===== config.mk =====
export PLATFORM = sky130hd
export DESIGN_NAME = ether_rx
export DESIGN_NICKNAME = d
export VERILOG_FILES = /design/src/rtl/ether_pkg.sv /design/src/rtl/ether_rx.sv
export SDC_FILE = /design/constraint.sdc
export NUM_CORES = 1
export LEC_CHECK = 0
export BUFFER_PORTS_ARGS = -buffer_cell sky130_fd_sc_hd__buf_2
export CELL_PAD_IN_SITES_DETAIL_PLACEMENT = 1
export CELL_PAD_IN_SITES_GLOBAL_PLACEMENT = 2
export CORE_MARGIN = 2
export CORE_UTILIZATION = 39
export CTS_BUF_LIST = sky130_fd_sc_hd__clkbuf_4 sky130_fd_sc_hd__clkbuf_8 sky130_fd_sc_hd__clkbuf_16
export DETAILED_ROUTE_END_ITERATION = 7
export PLACE_DENSITY_LB_ADDON = 0.1
export SYNTH_ARGS = -nofsm -noshare
export SYNTH_HDL_FRONTEND = slang
export SYNTH_SLANG_ARGS = --single-unit

===== constraint.sdc =====
create_clock -name clk -period 2.32 [get_ports clk]
set_clock_uncertainty 0.2 [all_clocks]
set_input_delay 0.348 -clock clk [delete_from_list [all_inputs] [get_ports clk]]
set_output_delay 0.348 -clock clk [all_outputs]
set_load 0.02 [all_outputs]

===== src/rtl/ether_pkg.sv =====
// Shared types and constants for the RMII receive path.
// Imported by every module in the ether_* slice.
package ether_pkg;

  typedef enum logic [1:0] {
    IDLE,
    PREAMBLE,
    BODY,
    DROP
  } rx_state_t;

  localparam logic [1:0] PREAMBLE_DIBIT = 2'b01;
  localparam logic [1:0] SFD_DIBIT      = 2'b11;
  localparam int         ETH_MAX_DIBITS = 6088;

endpackage


===== src/rtl/ether_rx.sv =====
// RMII receive front end: preamble/SFD lock, body forwarding,
// oversize truncation and end-of-frame pulses.
module ether_rx
  import ether_pkg::*;
#(
  parameter int PREAMBLE_MIN = 28,
  parameter int MAX_DIBITS   = ETH_MAX_DIBITS
) (
  input  logic       clk,
  input  logic       rst_n,
  input  logic       crsdv,
  input  logic [1:0] rxd,
  output logic       axiov,
  output logic [1:0] axiod,
  output logic       frame_done,
  output logic       frame_err
);

  localparam int PW = $clog2(PREAMBLE_MIN + 1);
  localparam logic [PW-1:0] PRE_MIN  = PW'(PREAMBLE_MIN);
  localparam logic [12:0]   BODY_MAX = 13'(MAX_DIBITS);
  localparam logic [12:0]   BODY_SAT = '1;

  rx_state_t   state, state_n;
  logic [PW-1:0] pre_cnt, pre_n;
  logic [12:0] body_cnt, body_n;
  logic        v_n, done_n, err_n;
  logic [1:0]  d_n;

  always_comb begin
    state_n = state;
    pre_n   = pre_cnt;
    body_n  = body_cnt;
    v_n     = 1'b0;
    d_n     = 2'b00;
    done_n  = 1'b0;
    err_n   = 1'b0;
    unique case (state)
      IDLE: begin
        if (crsdv) begin
          if (rxd == PREAMBLE_DIBIT) begin
            state_n = PREAMBLE;
            pre_n   = PW'(1);
          end else begin
            state_n = DROP;
          end
        end
      end
      PREAMBLE: begin
        unique case (1'b1)
          !crsdv: state_n = IDLE;
          crsdv && rxd == PREAMBLE_DIBIT: begin
            if (pre_cnt < PRE_MIN)
              pre_n = pre_cnt + PW'(1);
          end
          crsdv && rxd == SFD_DIBIT
            && pre_cnt >= PRE_MIN: begin
            state_n = BODY;
            body_n  = '0;
          end
          default: begin
            state_n = DROP;
            err_n   = 1'b1;
          end
        endcase
      end
      BODY: begin
        unique case (1'b1)
          !crsdv: begin
            state_n = IDLE;
            done_n  = (body_cnt != '0);
          end
          // body_cnt == MAX means this dibit would be one too many
          crsdv && body_cnt >= BODY_MAX: begin
            state_n = DROP;
            err_n   = 1'b1;
          end
          default: begin
            v_n = 1'b1;
            d_n = rxd;
            if (body_cnt != BODY_SAT)
              body_n = body_cnt + 13'd1;
          end
        endcase
      end
      DROP: begin
        if (!crsdv)
          state_n = IDLE;
      end
      default: state_n = IDLE;
    endcase
  end

  always_ff @(posedge clk or negedge rst_n) begin
    if (!rst_n) begin
      state      <= IDLE;
      pre_cnt    <= '0;
      body_cnt   <= '0;
      axiov      <= 1'b0;
      axiod      <= 2'b00;
      frame_done <= 1'b0;
      frame_err  <= 1'b0;
    end else begin
      state      <= state_n;
      pre_cnt    <= pre_n;
      body_cnt   <= body_n;
      axiov      <= v_n;
      axiod      <= d_n;
      frame_done <= done_n;
      frame_err  <= err_n;
    end
  end

endmodule

Word-level counts from Yosys, hierarchy flattened. Cells that the tools add are included.

Logic and storage cells: 66. Bits in registers: 25. Bits of input ports: 5. Output and inout port bits: 5.

$lt $le $gt $ge: 3. Multiplexer cells: 24. Add/subtract/negate cells: 2. Eq/ne operators: 16. Reductions and logical operators: 14.

Operator list (number): 13-bit 2-to-1 mux (3); 13-bit one-hot mux with 2 select lines (1); 5-bit 2-to-1 mux (4); 2-bit != test, second input constant (9); 13-bit by 1-bit adder with 13-bit output, second input constant (1); 13-bit >= comparator, second input constant (1); 13-bit != test, second input constant (1); 13-bit nonzero test (1); 2-bit 2-to-1 mux (5); 5-bit one-hot mux with 2 select lines (1); 2-bit one-hot mux with 4 select lines (1); 4-bit AND reduction (2); 2-bit == test, second input constant (3); 1-bit 2-to-1 mux (6); 2-bit one-hot mux with 3 select lines (1); 5-bit by 1-bit adder with 5-bit output, second input constant (1); 5-bit >= comparator, second input constant (1); 5-bit less-than comparator, second input constant (1); 5-bit AND reduction (1); 2-bit by 1-bit == test with 1-bit output, second input constant (2); 1-bit logical AND (4); 2-bit one-hot mux with 2 select lines (1); 2-bit nonzero test (2); 3-bit != test, second input constant (1); other kinds (5) (5).

Logic depth before layout (Yosys ltp). Gate-level depths: netlist of the first run.

Word-level depth: 6. Depth in mapped cells: 8. Depth with buffers taken out: 6.

Worst setup path after synthesis of the first run. Ideal clock, no wire load.

Path kind: reg-to-reg. Start point: reg body_cnt[0]. End point: reg body_cnt[10]. Arrival: 1.593 ns. Library setup time: 0.139 ns. Data required time: 1.981 ns. Path slack: 0.388 ns. Buffers on the path: 0. Clock period less this slack: 1.932 ns. Stages on the path, launching flop included: 6. Cells stage by stage: dfrtp_1 ha_1 nand3_1 or4_1 o311ai_0 o31ai_1.

Word-level cells in the longest chain between the ends: 5. Elaborated cells between the ends (all ways): 11. Those cells by class: add/sub: 1; order compare: 1; eq/ne: 3; mux: 3; reduce/logical: 3.

Ends and longest elaborated chain: start: declaration (RTL line ether_rx.sv:26) `logic [12:0] body_cnt, body_n;`; start signal: assignment (RTL line ether_rx.sv:106) `body_cnt <= body_n;`; 13-bit >= comparator (RTL line ether_rx.sv:74) `crsdv && body_cnt >= BODY_MAX: begin`; 1-bit logical AND (RTL line ether_rx.sv:74); 2-bit OR reduction (no source line); 2-bit != test (no source line); 4-bit AND reduction (no source line).

Parallel ways exist; a longest one is shown, timed or not. The select of a mux whose other input is x is not followed. A chain may end at the register's enable or synchronous reset.

Worst setup path in the final report of the first run.
Start point: reg state[0]. End point: reg body_cnt[7].

Word-level cells in the longest chain between the ends: 3. Elaborated cells between the ends (all ways): 8. Those cells by class: eq/ne: 5; mux: 1; reduce/logical: 2.

Ends and longest elaborated chain: start: declaration (RTL line ether_rx.sv:24) `rx_state_t state, state_n;`; start signal: assignment (RTL line ether_rx.sv:104) `state <= state_n;`; 2-bit == test or 2-bit by 1-bit == test with 1-bit output (tied branches) (RTL line ether_rx.sv:38) `unique case (state)`; 2-bit != test (no source line) or 2-bit nonzero test (tied branches); 4-bit AND reduction (no source line).

Parallel ways exist; a longest one is shown, timed or not.

==> summary.md, run 1 <==
| Metric | Value |
|---|---|
| Run status | `finished clean` |
| Syn_nets | `158` |
| Crit path largest cell delay | `approximately 0.47 ns` |
| DIE AREA | `between 4000 and 5000 µm²` |
| Vias | `1224` |
| Maximum clock path buffer count | `2` |
| # Post-CTS Setup Buffers | `0` |
| Post-synth top area share | `41.9%` |
| Hold crit path type | `in2reg` |
| Gate Count Post-Synth | `~150` |
| H-Tree Depth | `1` |
| Fin nets | `174` |
| P_leak | `0.708 nW` |
| Hold path depth | `2` |
| Ys Warns | `0` |
| Post-layout min period | `2.19 ns` |
| Final setup viols | `0` |
| Drt total wl | `around 3800 µm` |
| Hold Slack | `0.160 ns` |
| RR Startpoint | `state[0]` |
| Reg-to-Reg End | `body_cnt[7]` |
| Buf/Inv on CP | `1` |
| Netlist cell types | `47` |
| IO Pins | `10` |
| Worst skew pair latency | `0.27 ns` |
| CP Class | `reg2reg` |
| Worst EP arrival | `2.21 ns` |
| Final Hold Fails | `0` |
| Highest-delay cell along the critical path | `a2111oi_0` |
| Most frequent cell after synthesis | `dfrtp_1` |
| Crit path capture type | `flip-flop` |
| Nature of the critical path startpoint | `flip-flop` |
| Final Cell Area | `1660 µm²` |
| Flops & latches, synth | `25` |
| 1st-iter DRT viols | `85` |
| TritonCTS clock tree | `yes` |
| Ant. Diodes | `0` |
| Post-synth top flop | `dfrtp_1` |
| HP Start | `rxd[0]` |
| Headroom to the max-slew limit | `61.4%` |
| EDFF count, synth | `0` |
| FFs w/ async S/R, synth | `100%` |
| Worst-path clk slew | `0.09 ns` |
| Number of global-route vias before repair | `around 1400` |
| RSZ-0062 raised after global routing | `false` |
| Synth top area cells | `dfrtp_1, ha_1, o311ai_0` |
| Setup Total Neg Slack | `0 ns` |
| Final Max Tran Viols | `0` |
| Fin crit share | `94.4%` |
| Area Overhead vs Synth | `11.2%` |
| Synth area leader | `dfrtp_1` |
| Tot GR Track Use | `20.3%` |
| Die width | `65.8 µm` |
| DP HPWL | `2800 µm` |
| DRC | `0` |
| Max Cap Viol | `0` |
| Root Buffer | `clkbuf_8` |
| Grt total ovfl | `0` |
| Core area | `3660 µm²` |
| Wire per inst | `18.3 µm` |
| CTS sink count | `25` |
| Vias per cell | `5.88` |
| Fmax | `457 MHz` |
| Seq/Total Area, Yosys | `41.9%` |
| Commonest cells in the netlist | `dfrtp_1, nand2_1, inv_1` |
| Placed cell areas | `1600 µm²` |
| # port buffers | `9` |
| Routed Antenna Nets | `0` |
| CP required | `2.34 ns` |
| Worst r2r path cells | `6` |
| CTS Buf Count | `3` |
| GPL Wtd Cong | `0.809` |
| Die H | `65.8 µm` |
| Crit path cell chain | `inv_1, ha_2, nand2_1, o22a_1, a2111oi_0, o21a_1` |
| Drt first pass iters | `4` |
| Post-Syn Area | `1490 µm²` |
| PD cells | `897 nW/µm²` |
| Peak VDD IR | `276 µV` |
| Initial Utilization | `40.7%` |
| Crit-path leading delay family | `compound AO/OA/AOI/OAI gates` |
| Syn_area_per_cell | `10.3 µm²` |
| Hold EP | `axiod[0]` |
| Row count | `22` |
| R2R Setup Slk | `0.13 ns` |
| Share of cells above drive strength 1 | `18.8%` |
| Pin count of the biggest net entering global routing | `26` |
| Slew @ Worst Pin | `0.579 ns` |
| Global-route wire length before repair | `6660 µm` |
| Antenna violations before repair | `0` |
| Critical Path Fanout Max | `12` |
layout by cell type, fill, tap and decap left out, types with 2 or more instances in the layout:
| cell | instances |
|---|---|
| dfrtp_1 | 25 |
| nand2_1 | 11 |
| inv_1 | 10 |
| buf_2 | 9 |
| nand3_1 | 7 |
| o311ai_0 | 7 |
| o31ai_1 | 7 |
| ha_1 | 7 |
| nor2_1 | 6 |
| buf_4 | 6 |
| and2_2 | 4 |
| o21ai_0 | 4 |
| o31a_1 | 3 |
| nor3b_1 | 3 |
| o21a_1 | 3 |
| nand4_1 | 3 |
| o22a_1 | 3 |
| clkbuf_8 | 3 |
| and2_1 | 2 |
| nor2b_1 | 2 |
| or4_1 | 2 |
| o2111ai_1 | 2 |
| o22ai_1 | 2 |
worst max path at each step:
stage	cells past startpoint	from	end	slack [ns]
5_1_grt	5	body_cnt[0]	body_cnt[10]	0.03
2_1_floorplan	5	body_cnt[0]	body_cnt[10]	0.39
3_5_place_dp	6	state[0]	body_cnt[5]	0.09
3_3_place_gp	6	state[0]	body_cnt[5]	0.12
6_report	6	state[0]	body_cnt[7]	0.13
4_1_cts	6	state[0]	body_cnt[5]	0.08
routing by layer:
layer  track usage (%)  share of wire [%]
met5                 0                  0
met4              9.38                1.8
met3              2.73                2.2
met2              34.6                 50
met1              25.4                 46
what timing repair did:
item | in CTS | in global routing
resized for setup | 0 | 3
setup endpoints to repair | 0 | 9
hold buffers | 1 | 0
endpoints found under the hold margin | 25 | 0
metrics by stage:
step | std cells | util, % | setup WS [ns] | power [mW]
finish | 208 | 45.3 | 0.130 | 1.49
global route | 208 | 45.3 | 0.0341 | 1.62
CTS | 208 | 45.1 | 0.0764 | 1.50
detailed placement | 203 | 43.6 | 0.0864 | 1.23
global placement | 203 | 43.6 | 0.120 | 1.20
floorplan | 145 | - | 0.388 | 1.03
area by class of cell:
class / instances / area (µm²)
fill: 436 / 2000
multi-input combinational: 105 / 790
sequential: 25 / 626
timing repair buffer: 16 / 100
tap: 48 / 60.1
clock buffer: 3 / 41.3
inverter: 10 / 37.5
clock inverter: 1 / 5.00
where the power goes:
group | internal [mW] | switching (mW)
registers | 0.533 | 0.114
logic | 0.236 | 0.338
clock network | 0.120 | 0.146
worst register-to-register path, cell delays in order (launching register included):
cell       delay, ns
dfrtp_1         0.43
inv_1           0.11
ha_2            0.26
nand2_1         0.12
o22a_1          0.36
a2111oi_0       0.47
o21a_1          0.18
sequential cells by signal, summed over array words and instances, names as in the netlist:
register,flops
pre_cnt,5
frame_done,1
axiov,1
body_cnt,13
state,2
axiod,2
frame_err,1
kinds of logic after synthesis:
| group | share of synthesized area, % |
|---|---|
| buffers and inverters | 5.62 |
| flip-flops | 41.9 |
| AO/OA/AOI/OAI | 24.3 |
| AND/OR/NAND/NOR | 20.7 |
| adder cells (fa/ha/maj) | 6.71 |
| multiplexers | 0.671 |
No activity file was read; power rests on OpenSTA's default activity.
==> inputs of run 2 (changes only) <==
- RECOVER_POWER: default -> 100
==> summary.md, run 2 (synthesized netlist as in run 1, its figures left out) <==
| Metric | Value |
|---|---|
| Top flop regs | `body_cnt (13), pre_cnt (5)` |
| Maximum clock path buffer count | `2` |
| Share of cells above drive strength 1 | `between 10% and 20%` |
| Drt first pass iters | `4` |
| H-Tree Depth | `1` |
| Fin crit share | `a little over 90%` |
| Fmax | `461 MHz` |
| P_leak | `0.679 nW` |
| Number of global-route vias before repair | `1372` |
| Vias | `between 1000 and 1500` |
| Ant. Diodes | `0` |
| Int Pwr | `882 µW` |
| Hold crit path type | `in2reg` |
| Wire per inst | `between 15 and 20 µm` |
| Fin nets | `approximately 170` |
| Die width | `about 66 µm` |
| Initial Utilization | `40.7%` |
| Worst-path clk slew | `approximately 0.09 ns` |
| Met2 wire len | `1910 µm` |
| Worst setup margin | `0.149 ns` |
| Nature of the critical path startpoint | `flip-flop` |
| Die H | `65.8 µm` |
| DRC | `0` |
| Non-filler instance count after layout | `208` |
| Tot GR Track Use | `20.3%` |
| DP HPWL | `between 2000 and 3000 µm` |
| Global-route wire length before repair | `6660 µm` |
| TritonCTS clock tree | `yes` |
| Grt total ovfl | `0` |
| CP required | `2.33 ns` |
| Area Overhead vs Synth | `10.4%` |
| CTS sink count | `25` |
| Setup Total Neg Slack | `0 ns` |
| Most frequent cells in the layout | `dfrtp_1, nand2_1, inv_1` |
| Drt total wl | `3790 µm` |
| # Post-CTS Setup Buffers | `0` |
| Root Buffer | `clkbuf_8` |
| Number of flip-flops under the largest register name | `13` |
| Headroom to the max-slew limit | `about 7.6%` |
| PD cells | `roughly 900 nW/µm²` |
| Peak VDD IR | `279 µV` |
| Top reg by flops | `body_cnt` |
| Clock network power share | `approximately 18%` |
| Slew @ Worst Pin | `1.39 ns` |
| CTS Buf Count | `3` |
| WL met3 | `~90 µm` |
| Sequential cell fraction of total power | `43.9%` |
| Row count | `22` |
| Final setup viols | `0` |
| NetSw | `between 500 and 600 µW` |
| Inst Count DP | `approximately 200` |
| Post-Place Worst Slack | `0.0864 ns` |
| Routed Antenna Nets | `0` |
| Hold Slack | `0.168 ns` |
| DR top layer | `met4` |
| Antenna violations before repair | `0` |
| Max Cap Viol | `0` |
| Final Hold Fails | `0` |
| Worst EP arrival | `2.18 ns` |
| Critical Path Fanout Max | `12` |
| Run status | `finished clean` |
| Crit path capture type | `flip-flop` |
| DIE AREA | `4330 µm²` |
| 1st-iter DRT viols | `87` |
| CP Class | `reg2reg` |
| Worst skew pair latency | `0.27 ns` |
| Vias per cell | `slightly below 6` |
| IO Pins | `10` |
| # port buffers | `9` |
| Post-layout min period | `2.17 ns` |
| GPL Wtd Cong | `0.809` |
| Commonest non-fill, non-tap cell in the layout | `dfrtp_1` |
| RSZ-0062 raised after global routing | `false` |
| Pin count of the biggest net entering global routing | `26` |
| Core area | `between 3000 and 4000 µm²` |
| Final Max Tran Viols | `0` |
| Post-route met1 wirelength | `1730 µm` |
| Gate power share | `38.4%` |
| Sw frac | `40.2%` |
==> run 2: changes by cell type in the layout (fill, tap and decap cells not counted), sizes merged <==
cell,change
buf,-7
clkbuf,+7
==> run 2: metal layers <==
layer	vias up	GRT usage, %
met4	0	9.38
met5	-	0
met3	6	2.73
met2	19	34.6
met1	619	25.4
li1	583	-
==> run 2: path summary, 6_finish.rpt <==
check                                  start            to  slack (ns)  depth (start not counted)
worst max-delay path                state[1]   body_cnt[7]        0.15                          6
worst min-delay path                  rxd[0]      axiod[0]        0.17                          2
worst max register to register      state[1]   body_cnt[7]        0.15                          6
worst min register to register  body_cnt[11]  body_cnt[11]        0.34                          1
max in group asynchronous              rst_n   body_cnt[6]        0.39                          2
min in group asynchronous              rst_n    pre_cnt[3]        0.72                          2
==> run 2: cell type report <==
| type | count | area (µm²) |
|---|---|---|
| clock buffer | 3 | 41.3 |
| clock inverter | 1 | 5.00 |
| fill | 439 | 2010 |
| inverter | 10 | 37.5 |
| multi-input combinational | 105 | 788 |
| sequential | 25 | 626 |
| tap | 48 | 60.1 |
| timing repair buffer | 16 | 88.8 |
==> run 2: critical path: stages (launching register included) <==
cell       delay [ns]
dfrtp_1          0.42
inv_1            0.12
ha_1             0.26
nand4_1          0.13
o22a_1           0.33
a2111oi_0        0.47
o21a_1           0.18
==> run 2: through the flow <==
stage	utilization (%)	area [µm²]	power (mW)
finish	45.0	1650	1.48
global route	45.0	1650	1.61
CTS	45.1	1650	1.50
detailed placement	43.6	1600	1.23
global placement	43.6	1600	1.20
floorplan	-	1490	1.03
==> run 2: power by group through the flow <==
stage,combinational [mW],sequential [mW],clock [mW]
floorplan,0.391,0.643,0
global placement,0.551,0.646,0
detailed placement,0.571,0.657,0
CTS,0.577,0.647,0.276
global route,0.644,0.666,0.299
finish,0.566,0.648,0.262
==> run 2: timing repair <==
| action | in CTS | in global routing |
|---|---|---|
| endpoints found under the setup margin | 0 | 9 |
| gates resized for setup | 0 | 3 |
| hold buffers | 1 | 0 |
| hold endpoints to repair | 25 | 0 |
